===== config.mk =====
export PLATFORM = sky130hd
export DESIGN_NAME = l2_arbiter
export DESIGN_NICKNAME = d
export VERILOG_FILES = /design/src/rtl/lc3b_types.sv /design/src/rtl/l2_arbiter.sv
export SDC_FILE = /design/constraint.sdc
export NUM_CORES = 1
export LEC_CHECK = 0
export ABC_CLOCK_PERIOD_IN_PS = 6400
export BUFFER_PORTS_ARGS = -buffer_cell sky130_fd_sc_hd__buf_2
export CAP_MARGIN = 10
export CORE_AREA = 2 2 282 284
export CTS_BUF_LIST = sky130_fd_sc_hd__clkbuf_2
export DETAILED_ROUTE_END_ITERATION = 10
export DIE_AREA = 0 0 284 286
export PLACE_DENSITY_LB_ADDON = 0.25
export SYNTH_ARGS = -nofsm -noshare
export SYNTH_HDL_FRONTEND = slang
export SYNTH_SLANG_ARGS = --single-unit

===== constraint.sdc =====
create_clock -name clk -period 6.4 [get_ports clk]
set_input_delay 1.28 -clock clk [delete_from_list [all_inputs] [get_ports clk]]
set_output_delay 1.28 -clock clk [all_outputs]
set_load 0.05 [all_outputs]

===== src/rtl/lc3b_types.sv =====
// Shared LC-3b memory-hierarchy types: address word, cache line, arbiter side.
package lc3b_types;

    typedef logic [15:0]  lc3b_word;
    typedef logic [127:0] lc3b_cline;

    typedef enum logic {
        ARB_I = 1'b0,
        ARB_D = 1'b1
    } lc3b_arb_side;

endpackage


===== src/rtl/l2_arbiter.sv =====
// Round-robin arbiter between the I/D L1 caches and l2_cache_control; grant lands 1 cycle after request.
// The granted request is latched and held until l2_resp, then a 1-cycle RELEASE gap precedes the next grant.
module l2_arbiter
    import lc3b_types::*;
#(
    parameter int ADDR_W = 16,
    parameter int LINE_W = 128
) (
    input  logic              clk,
    input  logic              reset,
    input  logic              i_read,
    input  logic [ADDR_W-1:0] i_address,
    output logic [LINE_W-1:0] i_rdata,
    output logic              i_resp,
    input  logic              d_read,
    input  logic              d_write,
    input  logic [ADDR_W-1:0] d_address,
    input  logic [LINE_W-1:0] d_wdata,
    output logic [LINE_W-1:0] d_rdata,
    output logic              d_resp,
    output logic              l2_read,
    output logic              l2_write,
    output logic [ADDR_W-1:0] l2_address,
    output logic [LINE_W-1:0] l2_wdata,
    input  logic [LINE_W-1:0] l2_rdata,
    input  logic              l2_resp,
    output logic [15:0]       conflict_count
);

    typedef enum logic [1:0] {
        IDLE,
        SERVE_I,
        SERVE_D,
        RELEASE
    } state_t;

    state_t            state, state_nxt;
    lc3b_arb_side      last_grant;
    lc3b_arb_side      grant_side;
    logic              grant;
    logic              i_req, d_req;
    logic              lat_write;
    logic [ADDR_W-1:0] lat_addr;
    logic [LINE_W-1:0] lat_wdata;

    // Read and write together is a malformed D request and is ignored.
    assign i_req = i_read;
    assign d_req = d_read ^ d_write;

    always_comb begin
        state_nxt  = state;
        grant      = 1'b0;
        grant_side = ARB_I;
        l2_read    = 1'b0;
        l2_write   = 1'b0;
        i_resp     = 1'b0;
        d_resp     = 1'b0;
        case (state)
            IDLE: begin
                if (i_req && (!d_req || last_grant == ARB_D)) begin
                    grant      = 1'b1;
                    grant_side = ARB_I;
                    state_nxt  = SERVE_I;
                end else if (d_req) begin
                    grant      = 1'b1;
                    grant_side = ARB_D;
                    state_nxt  = SERVE_D;
                end
            end
            SERVE_I: begin
                l2_read  = ~lat_write;
                l2_write = lat_write;
                i_resp   = l2_resp;
                if (l2_resp) state_nxt = RELEASE;
            end
            SERVE_D: begin
                l2_read  = ~lat_write;
                l2_write = lat_write;
                d_resp   = l2_resp;
                if (l2_resp) state_nxt = RELEASE;
            end
            RELEASE: state_nxt = IDLE;
            default: state_nxt = IDLE;
        endcase
    end

    always_ff @(posedge clk or posedge reset) begin
        if (reset) begin
            state      <= IDLE;
            last_grant <= ARB_D;
            lat_write  <= 1'b0;
            lat_addr   <= '0;
            lat_wdata  <= '0;
        end else begin
            state <= state_nxt;
            if (grant) begin
                if (grant_side == ARB_I) begin
                    lat_write <= 1'b0;
                    lat_addr  <= i_address;
                    lat_wdata <= '0;
                end else begin
                    lat_write <= d_write;
                    lat_addr  <= d_address;
                    lat_wdata <= d_wdata;
                end
            end
            if (l2_resp && state == SERVE_I) last_grant <= ARB_I;
            if (l2_resp && state == SERVE_D) last_grant <= ARB_D;
        end
    end

    // Counts contention in every state, not only when a grant decision is made.
    always_ff @(posedge clk or posedge reset) begin
        if (reset) begin
            conflict_count <= 16'h0000;
        end else if (i_req && d_req && conflict_count != 16'hFFFF) begin
            conflict_count <= conflict_count + 16'h0001;
        end
    end

    assign l2_address = lat_addr;
    assign l2_wdata   = lat_wdata;
    assign i_rdata    = l2_rdata;
    assign d_rdata    = l2_rdata;

endmodule


## After elaboration in Yosys (flattened, before gate mapping)

Index checks and enable logic that the tools add are counted.

- Bits in read-only memories: 0
- Bits in writable memories: 0
- Memories kept: 0
- Logic and storage cells: 44
- Register bits: 164
- Bits in latches: 0

- $add $sub $neg: 1
- Shift operators: 0
- Equal/unequal tests: 6
- Bitwise operators: 2
- Magnitude comparators: 0
- Reduce and logical (&&, ||, !) cells: 11
- Multiplexer cells: 18
- Multiply operators: 0
- Divide/modulo/power cells: 0

Operators by type and width:

| kind | count |
|---|---|
| 128-bit 2-to-1 mux | 1 |
| 16-bit by 1-bit adder with 16-bit output (second input constant) | 1 |
| 16-bit 2-to-1 mux | 1 |
| 16-bit inequality test (second input constant) | 1 |
| 1-bit 2-to-1 mux | 12 |
| 2-bit 2-to-1 mux | 3 |
| 2-bit one-hot mux with 3 select lines | 1 |
| 1-bit logical AND | 5 |
| 2-bit equality test (second input constant) | 2 |
| 3-bit inequality test (second input constant) | 1 |
| 2-bit by 1-bit equality test with 1-bit output (second input constant) | 1 |
| 2-bit logical NOT | 1 |
| 2-bit by 1-bit inequality test with 1-bit output (second input constant) | 1 |
| 2-bit AND reduction | 1 |
| 2-bit nonzero test | 1 |
| 2-bit OR reduction | 1 |
| 1-bit logical NOT | 1 |
| 1-bit logical OR | 1 |
| 1-bit inverter | 1 |
| 1-bit XOR | 1 |

## Depth between registers and ports, before layout

- Word-level depth: 7
- Mapped depth: 8
- Gate-level depth less buffers: 5

## Least setup slack after synthesis

Ideal clock, no wire load.

- Kind: input -> output
- Start point: in l2_resp
- End point: out d_resp
- Stages: 1
- Data arrival time: 1709 ps
- Setup slack: 3411 ps
- Cells stage by stage: and2_1

- Word-level cells in the longest chain between the ends: 1

Ends and longest elaborated chain:

| item | line | RTL |
|---|---|---|
| start, declared | l2_arbiter.sv:26 | `input logic l2_resp,` |
| 1-bit 2-to-1 mux | l2_arbiter.sv:58 | `case (state)` |
| end, declared | l2_arbiter.sv:20 | `output logic d_resp,` |

Every way passes these cells.

## Worst setup path after layout

- Start point: reg state[1]
- End point: out l2_read

- Word-level cells in the longest chain between the ends: 3
- Elaborated cells between the ends (all ways): 4
- Those cells by class: eq/ne: 2; mux: 1; reduce/logical: 1

Ends and longest elaborated chain:

| item | line | RTL |
|---|---|---|
| start, declared | l2_arbiter.sv:37 | `state_t state, state_nxt;` |
| start signal, assigned | l2_arbiter.sv:95 | `state <= state_nxt;` |
| 2-bit by 1-bit equality test with 1-bit output / 2-bit equality test (equally long branches) | l2_arbiter.sv:58 |  |
| 2-bit OR reduction (no source line) (*) | n/a |  |
| 1-bit 2-to-1 mux (*) | n/a |  |
| end, declared | l2_arbiter.sv:21 | `output logic l2_read,` |

Every way passes the cells marked *; elsewhere a longest branch is shown, timed or not.

==> flow_metrics.tcl <==
set metrics [dict create \
    syn_area_um2 8210 \
    vias_per_cell 2.94 \
    cts_buffers 17 \
    timing.setup.tns_ns 0 \
    gp_congestion 0.798 \
    yosys.area_share.simple_pct 4.42 \
    worst-endpoint-arrival_ns 2.19 \
    die_area_um2 81200 \
    route.vias.total 5470 \
    die_x_um 284 \
    finalCritPeriodShare_pct 54.3 \
    path_class "reg -> out" \
    cts_root_buffer "clkbuf_2" \
    first_global_vias 5717 \
    synth.area.mux_share_pct 2.36 \
    synth_warnings 0 \
    fmax_mhz 288 \
    cts_htree_levels 4 \
    io_pins 714 \
    drt_first_pass_iters 4 \
    clkLatencyLatePin_ns 0.95 \
    antenna_found_initial 3 \
    initial_core_util_pct 10.5 \
    worstPathRequired_ns 5.12 \
    finalPower_w 0.00546 \
    rsz0062_at_grt "false" \
    vdd_drop_max_uv 257 \
    synthAdderAreaFrac_pct 0.609 \
    ant_nets 0 \
    grt_max_degree 82 \
    p_leak_nw 4.59 \
    cts_tree "done" \
    cts_sinks 164 \
    run_status "completed" \
    hold_buffers 0 \
    rows 103 \
    ys_types 35 \
    start_kind "flip-flop" \
    end_kind "output port" \
    drive_gt1_share_pct 47.1 \
    area_growth_syn_to_layout_pct 15.2 \
    synth_compound_area_share_pct 15.9 \
    coreArea_um2 78400 \
    grt_first_pass_wirelength_mm 36.1 \
    skew_ns 0.0320 \
    synth-seq-cells 164 \
    seq_area_frac_synth_pct 50.0 \
    syn_inst 723 \
    report.final.hold_viol_count 0 \
    fp.dieH_um 286 \
    worstMarginPinSlew_ns 0.872 \
    synth_top_family_by_area "buffers and inverters" \
    cap_violations 0 \
    pre_cts_slack_ns 2.89 \
    power_density_nw_per_um2 577 \
    maxSlewHeadroom_pct 41.4 \
    hpwl_mm 18.1 \
    port_buffers 329 \
    synth_xor_xnor_area_share_pct 1.28 \
    drtIter0Drc 196 \
    timing.final.crit_period_ns 3.47 \
    drv_slew 0 \
    drc 0 \
    syn_nets 1021 \
    overflow 0 \
    cts_resized 0 \
    hold_path_class "in -> async" \
    postCtsSetupRepairBufs 0 \
    nets 1087 \
    critPathMaxFanout 4 \
    setup_ws_ns 2.93 \
    clk_pin_slew_ns 0.30 \
    syn_avg_cell_area_um2 11.4 \
    wl_per_cell_um 13.4 \
    clock_path_buffers 2 \
    grt_usage_pct 6.05 \
    setup_viol 0 \
    totalWireLength_mm 24.9 \
]
## stage by stage
step                      cells  hold WS [ns]  area (µm²)  util [%]
after CTS                  1852        0.0911        9450      12.1
after detailed placement   1820         0.468        9200      11.7
after global placement     1820         0.461        9200      11.7
after floorplan             723         0.495        8210         -
after global routing       1859         0.134        9460      12.1
final                      1859         0.337        9460      12.1
## cell families after synthesis
family / after synthesis
adders and majority gates: 4
xor gates and xnor gates: 12
buffers and inverters: 297
DFF: 164
muxes: 19
and+or+nand+nor: 69
AOI/OAI and AO/OA: 158
## sequential cells by signal, summed over array words and instances (netlist names)
name,flops
lat_write,1
l2_address,16
state,2
last_grant,1
conflict_count,16
l2_wdata,128
## layer usage
layer / track usage [%] / part of all wire [%] / vias up
met5: 0 / 0 / -
met4: 6.11 / 8.7 / 0
met3: 3.16 / 11 / 108
met2: 8.70 / 44 / 349
met1: 6.21 / 36 / 2615
li1: - / - / 2398
## placed cells by master, fill, tap and decap left out, types with 3 or more instances in the layout
master,synthesis,final
and2_1,3,3
nand2_1,33,33
nand3_1,4,4
ha_1,4,4
nor2_1,6,6
buf_4,257,8
nand4_1,4,4
clkbuf_2,0,18
clkinvlp_4,0,4
o21ai_0,19,19
nor4_1,5,5
xor2_1,11,11
buf_2,11,329
inv_6,0,4
inv_1,6,5
a22o_1,129,129
mux2i_1,16,16
mux2_2,3,3
diode_2,0,7
dfrtp_1,163,163
## where the power goes
group / total [W] / leakage [nW] / internal, W / switching, W
Combinational: 0.00307 / 2.33 / 0.000779 / 0.00229
Clock: 0.000640 / 0.135 / 0.000186 / 0.000454
Sequential: 0.00175 / 2.12 / 0.00148 / 0.000268
Total: 0.00546 / 4.59 / 0.00245 / 0.00301
## final cells by class
cell class              instances  area (µm²)
repair buffers                338        1730
multi-input cells             262        2030
clock inverters                14         153
fillers                      9027       68900
well taps                    1050        1310
flip-flops and latches        164        4110
clock buffers                  18        90.1
inverters                       6        27.5
diodes                          7        17.5
## cell usage after synthesis (all sizes together)
master / instances / area, µm²
nor2b: 2 / 12.5
o21ai: 20 / 100
a21o: 1 / 7.51
nand3: 4 / 20.0
a21oi: 2 / 10.0
inv: 6 / 22.5
xnor2: 1 / 8.76
a22o: 129 / 1130
nand4: 5 / 46.3
ha: 4 / 50.1
or4b: 1 / 13.8
or3: 1 / 6.26
nand2: 33 / 124
xor2: 11 / 96.3
o32a: 2 / 20.0
nor3: 2 / 10.0
nor4b: 2 / 17.5
nor4: 6 / 43.8
mux2: 3 / 33.8
buf: 268 / 1980
mux2i: 16 / 160
o2bb2a: 2 / 20.0
nor2: 6 / 22.5
nor3b: 2 / 15.0
clkbuf: 23 / 86.3
and2: 3 / 18.8
dfstp: 1 / 26.3
o22ai: 1 / 6.26
dfrtp: 163 / 4080
and3: 2 / 12.5
o31a: 1 / 8.76
## path summary, 6_finish.rpt
path                       cells past startpoint  slack (ns)                      start                   endpoint
min in group clk                               2        0.49                d_wdata[44]   l2_wdata[44]$_DFFE_PP0P_
max in group asynchronous                      3        4.85                      reset   l2_wdata[33]$_DFFE_PP0P_
min reg2reg                                    2        0.51  l2_address[0]$_DFFE_PP0P_  l2_address[0]$_DFFE_PP0P_
max reg2reg                                    6        3.98       state[1]$_DFFE_PP0P_  l2_address[9]$_DFFE_PP0P_
max                                            4        2.93       state[1]$_DFFE_PP0P_                    l2_read
min                                            2        0.34                      reset  l2_address[9]$_DFFE_PP0P_
## worst max-delay path, stage by stage, from the launching register on
cell and delay, ns:
dfrtp_1 0.44, inv_1 0.07, ha_1 0.33, nor2b_1 0.13, buf_2 0.27
Power figures use the tool's default switching activity.
